File: src/rtl/harness_pkg.sv
// Shared types and constants for the simulation run-control harness.
package harness_pkg;

  // Harness run state: reset hold, running, and the two absorbing verdicts.
  typedef enum logic [1:0] {
    HOLD = 2'd0,
    RUN  = 2'd1,
    PASS = 2'd2,
    FAIL = 2'd3
  } state_e;

  // Encoding of the reason a run ended in FAIL.
  localparam logic [1:0] CAUSE_NONE    = 2'd0;
  localparam logic [1:0] CAUSE_TOHOST  = 2'd1;
  localparam logic [1:0] CAUSE_TIMEOUT = 2'd2;
  localparam logic [1:0] CAUSE_STALL   = 2'd3;

  // Conventional tohost mailbox address used by the test programs.
  localparam logic [31:0] TOHOST_ADDR_DEFAULT = 32'h0000_0100;

endpackage

File: src/rtl/sat_counter.sv
// Saturating up-counter with synchronous clear (clear has priority).
module sat_counter #(
  parameter int W = 8
) (
  input  logic         i_clk,
  input  logic         i_rst_n,
  input  logic         i_clr,
  input  logic         i_inc,
  output logic [W-1:0] o_count
);

  logic [W-1:0] r_count;

  // Count up on i_inc, stick at all-ones, clear on i_clr.
  always_ff @(posedge i_clk or negedge i_rst_n) begin
    if (!i_rst_n) begin
      r_count <= '0;
    end else if (i_clr) begin
      r_count <= '0;
    end else if (i_inc && (r_count != {W{1'b1}})) begin
      r_count <= r_count + W'(1);
    end
  end

  assign o_count = r_count;

endmodule

File: src/rtl/sim_harness_ctrl.sv
// Run-control harness: sequences core reset, counts run cycles and retires,
// watches the tohost mailbox and the timeout/stall watchdogs, and holds one
// sticky verdict until the next harness reset.
module sim_harness_ctrl
  import harness_pkg::*;
#(
  parameter int                ADDR_W         = 32,
  parameter int                DATA_W         = 32,
  parameter int                CNT_W          = 32,
  parameter int                RESET_CYCLES   = 2,
  parameter int                TIMEOUT_CYCLES = 20,
  parameter int                STALL_CYCLES   = 8,
  parameter logic [ADDR_W-1:0] TOHOST_ADDR    = ADDR_W'(TOHOST_ADDR_DEFAULT)
) (
  input  logic              i_clk,
  input  logic              i_rst_n,
  input  logic              i_st_valid,
  input  logic [ADDR_W-1:0] i_st_addr,
  input  logic [DATA_W-1:0] i_st_data,
  input  logic              i_instr_retire,
  output logic              o_core_reset,
  output logic              o_running,
  output logic              o_done,
  output logic              o_pass,
  output logic              o_fail,
  output logic [1:0]        o_fail_cause,
  output logic [DATA_W-2:0] o_fail_code,
  output logic [CNT_W-1:0]  o_cycle_count,
  output logic [CNT_W-1:0]  o_retire_count
);

  localparam int HOLD_W  = (RESET_CYCLES > 1) ? $clog2(RESET_CYCLES) : 1;
  localparam int STALL_W = $clog2(STALL_CYCLES);

  localparam logic [HOLD_W-1:0]  HOLD_LAST    = HOLD_W'(RESET_CYCLES - 1);
  localparam logic [CNT_W-1:0]   TIMEOUT_LAST = CNT_W'(TIMEOUT_CYCLES - 1);
  localparam logic [STALL_W-1:0] STALL_LAST   = STALL_W'(STALL_CYCLES - 1);

  state_e              r_state;
  state_e              w_state_next;
  logic [HOLD_W-1:0]   r_hold_cnt;

  logic                r_core_reset;
  logic                r_running;
  logic                r_done;
  logic                r_pass;
  logic                r_fail;
  logic [1:0]          r_fail_cause;
  logic [DATA_W-2:0]   r_fail_code;

  logic                w_core_reset_next;
  logic                w_running_next;
  logic                w_done_next;
  logic                w_pass_next;
  logic                w_fail_next;
  logic [1:0]          w_fail_cause_next;
  logic [DATA_W-2:0]   w_fail_code_next;

  logic                w_run;
  logic                w_tohost_hit;
  logic                w_timeout;
  logic                w_stall;
  logic [CNT_W-1:0]    w_cycle_cnt;
  logic [CNT_W-1:0]    w_retire_cnt;
  logic [STALL_W-1:0]  w_stall_cnt;

  assign w_run = (r_state == RUN);

  // Only a tohost store with bit 0 set carries a verdict; even data is ignored.
  assign w_tohost_hit = i_st_valid && (i_st_addr == TOHOST_ADDR) && i_st_data[0];
  assign w_timeout    = (w_cycle_cnt == TIMEOUT_LAST);
  assign w_stall      = (w_stall_cnt == STALL_LAST) && !i_instr_retire;

  // Counters advance only in RUN, so they freeze once a verdict is reached.
  sat_counter #(.W(CNT_W)) u_cycle_cnt (
    .i_clk   (i_clk),
    .i_rst_n (i_rst_n),
    .i_clr   (1'b0),
    .i_inc   (w_run),
    .o_count (w_cycle_cnt)
  );

  sat_counter #(.W(CNT_W)) u_retire_cnt (
    .i_clk   (i_clk),
    .i_rst_n (i_rst_n),
    .i_clr   (1'b0),
    .i_inc   (w_run && i_instr_retire),
    .o_count (w_retire_cnt)
  );

  // The stall counter measures the current run of retire-free RUN cycles.
  sat_counter #(.W(STALL_W)) u_stall_cnt (
    .i_clk   (i_clk),
    .i_rst_n (i_rst_n),
    .i_clr   (!w_run || i_instr_retire),
    .i_inc   (w_run),
    .o_count (w_stall_cnt)
  );

  // State, hold counter and all registered outputs.
  always_ff @(posedge i_clk or negedge i_rst_n) begin
    if (!i_rst_n) begin
      r_state      <= HOLD;
      r_hold_cnt   <= '0;
      r_core_reset <= 1'b1;
      r_running    <= 1'b0;
      r_done       <= 1'b0;
      r_pass       <= 1'b0;
      r_fail       <= 1'b0;
      r_fail_cause <= CAUSE_NONE;
      r_fail_code  <= '0;
    end else begin
      r_state      <= w_state_next;
      if (r_state == HOLD) begin
        r_hold_cnt <= r_hold_cnt + HOLD_W'(1);
      end
      r_core_reset <= w_core_reset_next;
      r_running    <= w_running_next;
      r_done       <= w_done_next;
      r_pass       <= w_pass_next;
      r_fail       <= w_fail_next;
      r_fail_cause <= w_fail_cause_next;
      r_fail_code  <= w_fail_code_next;
    end
  end

  // Next state and verdict; tohost beats timeout, which beats stall.
  always_comb begin
    w_state_next      = r_state;
    w_pass_next       = r_pass;
    w_fail_next       = r_fail;
    w_fail_cause_next = r_fail_cause;
    w_fail_code_next  = r_fail_code;
    case (r_state)
      HOLD: begin
        if (r_hold_cnt == HOLD_LAST) begin
          w_state_next = RUN;
        end
      end
      RUN: begin
        if (w_tohost_hit) begin
          if (i_st_data == DATA_W'(1)) begin
            w_state_next = PASS;
            w_pass_next  = 1'b1;
          end else begin
            w_state_next      = FAIL;
            w_fail_next       = 1'b1;
            w_fail_cause_next = CAUSE_TOHOST;
            w_fail_code_next  = i_st_data[DATA_W-1:1];
          end
        end else if (w_timeout) begin
          w_state_next      = FAIL;
          w_fail_next       = 1'b1;
          w_fail_cause_next = CAUSE_TIMEOUT;
        end else if (w_stall) begin
          w_state_next      = FAIL;
          w_fail_next       = 1'b1;
          w_fail_cause_next = CAUSE_STALL;
        end
      end
      default: begin
        w_state_next = r_state;
      end
    endcase
  end

  // Status outputs decoded from the next state so they register with it.
  always_comb begin
    w_core_reset_next = (w_state_next != RUN);
    w_running_next    = (w_state_next == RUN);
    w_done_next       = (w_state_next == PASS) || (w_state_next == FAIL);
  end

  assign o_core_reset   = r_core_reset;
  assign o_running      = r_running;
  assign o_done         = r_done;
  assign o_pass         = r_pass;
  assign o_fail         = r_fail;
  assign o_fail_cause   = r_fail_cause;
  assign o_fail_code    = r_fail_code;
  assign o_cycle_count  = w_cycle_cnt;
  assign o_retire_count = w_retire_cnt;

endmodule

File: config.mk
export PLATFORM = sky130hd
export DESIGN_NAME = sim_harness_ctrl
export DESIGN_NICKNAME = d
export VERILOG_FILES = /design/src/rtl/harness_pkg.sv /design/src/rtl/sat_counter.sv /design/src/rtl/sim_harness_ctrl.sv
export SDC_FILE = /design/constraint.sdc
export NUM_CORES = 1
export LEC_CHECK = 0
export CORE_AREA = 2 2 96 136
export DETAILED_ROUTE_END_ITERATION = 8
export DIE_AREA = 0 0 98 138
export PLACE_DENSITY = 0.75
export SETUP_SLACK_MARGIN = 0.15
export SYNTH_ARGS = -nofsm -noshare
export SYNTH_HDL_FRONTEND = slang
export SYNTH_SLANG_ARGS = --single-unit
File: constraint.sdc
create_clock -name i_clk -period 1.7 [get_ports i_clk]
set_input_delay 0.255 -clock i_clk [delete_from_list [all_inputs] [get_ports i_clk]]
set_output_delay 0.255 -clock i_clk [all_outputs]
set_load 0.005 [all_outputs]
After elaboration in Yosys (flattened, before gate mapping) --
Index checks and enable logic that the tools add are counted.
Word-level totals: flip-flop bits (word level) 108, bits in latches 0, bits in writable memories 0, ROM bits 0, bits of input ports 68, output and inout port bits 102, word-level logic and storage cells 63, memories kept 0
Cells by class: $add $sub $neg 4, multipliers 0, div/mod/pow operators 0, magnitude comparators 0, equal/unequal tests 13, shifts and indexed selects 0, mux-type cells 16, bitwise operators 1, reductions and logical operators 17
Operators by type and width (number):
- $add A32 B1 Y32 const B | 2
- $ne A32 B32 Y1 const B | 2
- $eq A32 B1 Y1 const B | 1
- $eq A32 B5 Y1 const B | 1
- $eq A32 B9 Y1 const B | 1
- $mux W2 | 8
- $reduce_and A3 Y1 | 3
- $logic_and A1 B1 Y1 | 7
- $mux W3 | 2
- $mux W1 | 5
- $eq A2 B1 Y1 const B | 2
- $eq A2 B2 Y1 const B | 2
- $pmux W2 S2 | 1
- $add A3 B1 Y3 const B | 1
- $eq A3 B3 Y1 const B | 1
- $ne A3 B3 Y1 const B | 1
- $reduce_bool A3 Y1 | 1
- $logic_not A1 Y1 | 2
- $logic_not A2 Y1 | 1
- $logic_or A1 B1 Y1 | 2
- $ne A2 B1 Y1 const B | 1
- $ne A2 B2 Y1 const B | 1
- $reduce_bool A2 Y1 | 1
- $add A1 B1 Y1 const B | 1
- $not A1 Y1 | 1

Longest topological paths before layout --
word-level depth 8, depth in mapped cells 8, depth with buffers taken out 6

Modules after synthesis --
A second synthesis with hierarchy kept.
Unflattened totals: cell total of the unflattened synthesis 548, area, all modules 5690.5 µm²
Modules (own cells, without submodules):
- sat_counter (u_cycle_cnt ...) | times used 2, cells each 198, area an instance 1854.3 µm², seq. area each 800.8 µm²
- sim_harness_ctrl | times used 1, cells each 137, area an instance 1798.0 µm², seq. area each 1002.2 µm²
- sat_counter (u_stall_cnt) | times used 1, cells each 15, area an instance 183.9 µm², seq. area each 75.1 µm²

Worst setup path after synthesis --
No wires, ideal clock.
path type input to register, start point input port i_st_addr[4], end point register r_fail_code[10], in the netlist o_fail_code[10], setup time 0.125 ns, arrival 1.862 ns, required time 1.575 ns, setup slack -0.287 ns, cell stages on the path 6, buffers on the path 1, cells stage by stage nor4_1 -> nand3b_1 -> or3_4 -> nor3_4 -> buf_6 -> mux2_2
On the way: cells in the longest elaborated chain, start to end 4
Ends and longest elaborated chain:
- start, declared | RTL line sim_harness_ctrl.sv:18 | input logic [ADDR_W-1:0] i_st_addr,
- $eq A32 B9 Y1 | RTL line sim_harness_ctrl.sv:70 | assign w_tohost_hit = i_st_valid && (i_st_addr == TOHOST_ADDR) && i_st_data[0];
- $logic_and A1 B1 Y1 (2 in series) | RTL line sim_harness_ctrl.sv:70
- $reduce_and A3 Y1 (no source line)
- end signal, assigned | RTL line sim_harness_ctrl.sv:123 | r_fail_code <= w_fail_code_next;
- end, declared | RTL line sim_harness_ctrl.sv:49 | logic [DATA_W-2:0] r_fail_code;
Every way passes these cells. A chain may end at the register's enable or synchronous reset.

Worst setup path in the final report --
start point input port i_st_data[6], end point register r_fail_code[6], in the netlist o_fail_code[6]
On the way: cells in the longest elaborated chain, start to end 3
Ends and longest elaborated chain:
- start, declared | RTL line sim_harness_ctrl.sv:19 | input logic [DATA_W-1:0] i_st_data,
- $eq A32 B1 Y1 | RTL line sim_harness_ctrl.sv:142 | if (i_st_data == DATA_W'(1)) begin
- $not A1 Y1 (no source line)
- $reduce_and A3 Y1 (no source line)
Every way passes these cells.

==> metrics.md <==
| Metric | Value |
|---|---|
| Final Hold Violating Endpoints | `0` |
| Most common cell in the netlist | `dfrtp_1` |
| Final non-filler cell area | `9690 µm²` |
| Worst-path clk slew | `80 ps` |
| Die height | `138 µm` |
| Port Buffers | `169` |
| # rows | `49` |
| Die Wd | `98 µm` |
| Fillcell total | `734` |
| Buffers & Inverters on Critical Path | `5` |
| Largest net degree at the start of global routing | `45` |
| Kind of cell adding the most delay to the critical path | `buffers and inverters` |
| Ys async rst share | `1.00` |
| Slew Viols, Final | `0` |
| Post-synth top cells | `dfrtp_1, xor2_1, nand2_1` |
| Post-layout min period | `1950 ps` |
| Flop2flop setup slack | `-190 ps` |
| Ports | `170` |
| Area contributors post-synth | `dfrtp_1, mux2_2, xor2_1` |
| ANT nets after route | `0` |
| CORE AREA | `12400 µm²` |
| Wire length per cell | `21.2 µm` |
| Maximum fanout along the worst path | `7` |
| Cell variety after synth | `43` |
| Worst hold path cell count | `2` |
| Ant diodes | `0` |
| Vias per inst | `5.46` |
| CTS tree | `built` |
| Placed Area | `8170 µm²` |
| CTS sink cnt | `107` |
| Total power divided by cell area | `790 nW/µm²` |
| First-pass GRT wire length | `30300 µm` |
| Mapped Cells | `433` |
| Syn. warnings | `0` |
| LEAKAGE | `4.78 nW` |
| Mapped Avg Cell Area | `11.5 µm²` |
| Min Hold Slack | `290 ps` |
| Max incr delay on CP | `360 ps` |
| Top FF cell, synth | `dfrtp_1` |
| TritonCTS buffer count | `9` |
| Clock buffer depth | `2` |
| Detail Placement HPWL | `12300 µm` |
| H-tree depth | `3` |
| Share of the synthesized area in the top cell type | `0.535` |
| P&R area growth vs syn | `95.4%` |
| Clock root buffer | `clkbuf_16` |
| Layout Skew | `10.6 ps` |
| Hold wc startpoint | `i_st_data[20]` |
| Post-synth top area cell | `dfrtp_1` |
| Routed vias | `5164` |
| #FFs+latches synth | `107` |
| Post-synthesis cell area | `4960 µm²` |
| Routability congestion estimate | `0.837` |
| Drt drc | `0` |
| Final WS setup | `-248 ps` |
| Starting density of the core | `0.399` |
| All-layer global routing usage | `0.283` |
| Fmax | `513 MHz` |
| Layout Nets | `859` |
| Min-delay worst type | `primary input to flop` |
| Initial antenna violation count | `0` |
| Hold EP | `o_fail_code[19]` |
| Crit start category | `primary input` |
| RSZ-0062 raised after global routing | `yes` |
| Cell Count, Final, Fillers Out | `945` |
| DRT Pass-1 Iters | `4` |
| Clk_lat worst skew | `350 ps` |
| Rel. slew slack | `0.735` |
| CP Data Required Time | `1940 ps` |
| Die Area | `13500 µm²` |
| R2R cell count | `7` |
| Worst path cell trace | `clkdlybuf4s15_1 > nor4_2 > nand4_1 > nor3_2 > buf_4 > nor3_4 > buf_4 > buf_6 > buf_16 > mux2_4` |
| Mapped Nets | `505` |
| Final setup fails | `59` |
| Max_cap viols | `0` |
| Failing checks | `negative setup slack` |
| Overflow after GRT | `0` |
| Status | `finished, violations left` |
| RR Startpoint | `u_cycle_cnt.o_count[1]` |
| RR Endpoint | `o_fail_cause[1]` |
| DP Cell Count | `861` |
| Initial DRC count | `206` |
| Vias in the first global route | `5591` |
| Crit share post-route | `1.15` |
| CP max stage cell | `nor4_2` |
| Seq/Total Area, Yosys | `0.540` |
| VDD IR max | `751 µV` |
| Data arrival, critical path | `2190 ps` |
| Cell repeated most along the worst path | `buf_4` |
| Post-synth EDFFs | `0` |
| WL final | `20000 µm` |
| Worst Setup End Kind | `flop` |
| Fraction of layout instances using a drive strength above 1 | `0.504` |
| Crit Path Class | `primary input to flop` |
| Worst Tran Pin Value | `398 ps` |
==> report_power, final <==
part,leakage (nW),switching [mW],total (mW),internal (mW)
Clock,0.141,1.03,2.05,1.02
Sequential,1.43,0.246,3.03,2.79
Combinational,3.21,1.16,2.58,1.42
Total,4.78,2.44,7.66,5.23
==> registers in the layout, indices dropped and copies added, names as in the netlist, named ones only <==
name and cells:
u_cycle_cnt.o_count 32, u_retire_cnt.o_count 32, o_fail_code 31, u_stall_cnt.o_count 3, o_fail_cause 2, o_core_reset 1
o_done 1, o_fail 1, o_pass 1, o_running 1, r_hold_cnt 1
==> through the flow <==
step | TNS [ps] | power (mW) | utilization | setup slack [ps]
after CTS | -4260 | 7.30 | 0.752 | -154
after global placement | -31080 | 4.99 | 0.657 | -838
final | -7890 | 7.66 | 0.779 | -248
after detailed placement | -36390 | 5.06 | 0.657 | -948
after floorplan | -8090 | 3.75 | - | -258
after global routing | -11210 | 7.96 | 0.779 | -247
==> cell families (layout without fill, tap and decap cells) <==
family / Yosys count / count (layout) / share of synthesized area
flops: 107 / 107 / 0.540
buf+inv: 12 / 371 / 0.0139
simple gates: 197 / 197 / 0.222
compound gates: 15 / 15 / 0.0232
mux: 36 / 36 / 0.0812
xor+xnor: 62 / 62 / 0.109
fa+ha+maj: 4 / 4 / 0.0101
==> per-layer routing <==
| metal | global-route usage | up-vias | wire length (µm) |
|---|---|---|---|
| met4 | 0.108 | 0 | 735 |
| li1 | - | 2295 | - |
| met3 | 0.0480 | 54 | 910 |
| met2 | 0.505 | 207 | 10800 |
| met1 | 0.336 | 2608 | 7600 |
| met5 | 0 | - | 0 |
==> worst register-to-register path, delay by kind of cell (launching register included) <==
kind | cells | cell delay [ps]
AO/OA/AOI/OAI | 2 | 390
buffers and inverters | 1 | 170
AND/OR/NAND/NOR | 3 | 670
adder cells (fa/ha/maj) | 1 | 180
flip-flops | 1 | 420
==> cell usage in the layout (no fill, tap or decap), types with 6 or more instances in the layout <==
| cell type | instances |
|---|---|
| nand3_1 | 11 |
| nor2_1 | 8 |
| nor3_1 | 6 |
| dlygate4sd2_1 | 85 |
| nor4_1 | 6 |
| clkbuf_2 | 9 |
| nor4_4 | 15 |
| clkbuf_16 | 9 |
| nand2_1 | 25 |
| dfrtp_2 | 8 |
| clkdlybuf4s15_1 | 12 |
| buf_4 | 125 |
| xnor2_1 | 14 |
| buf_12 | 8 |
| nor4b_4 | 8 |
| xnor2_2 | 10 |
| mux2_4 | 32 |
| nor2_4 | 9 |
| buf_6 | 51 |
| buf_2 | 16 |
| nand4_1 | 23 |
| xor2_1 | 37 |
| dfrtp_1 | 98 |
| nor3_2 | 8 |
| nor3_4 | 8 |
| nand3_2 | 9 |
| nor4_2 | 10 |
| clkdlybuf4s50_1 | 36 |
==> worst max-delay path by stage <==
stage | startpoint | endpoint | slack (ps) | cells after the start
detailed placement | i_st_addr[24] | o_fail_code[1] | -950 | 7
finish | i_st_data[6] | o_fail_code[6] | -250 | 10
global placement | i_st_addr[24] | o_fail_code[19] | -840 | 7
CTS | i_st_addr[30] | o_fail_code[6] | -150 | 9
global route | i_st_addr[31] | o_fail_code[6] | -250 | 9
floorplan | i_st_addr[16] | o_fail_code[22] | -260 | 6
==> layout make-up <==
cell class,instances,area [µm²],share of cell area
inverters,3,11.3,0.00116
flip-flops and latches,107,2690,0.277
clock buffers,9,225,0.0232
well taps,153,191,0.0197
multi-input cells,314,3310,0.342
repair buffers,352,3210,0.331
clock inverters,7,57.6,0.00594
==> what timing repair did <==
action,CTS,global route
hold endpoints to repair,25,0
setup endpoints to repair,167,108
resized for setup,351,62
setup buffers,45,17
pin swaps,79,50
hold buffers,1,0
gates cloned,5,0
Note: power is estimated with default switching activity, not from simulation.
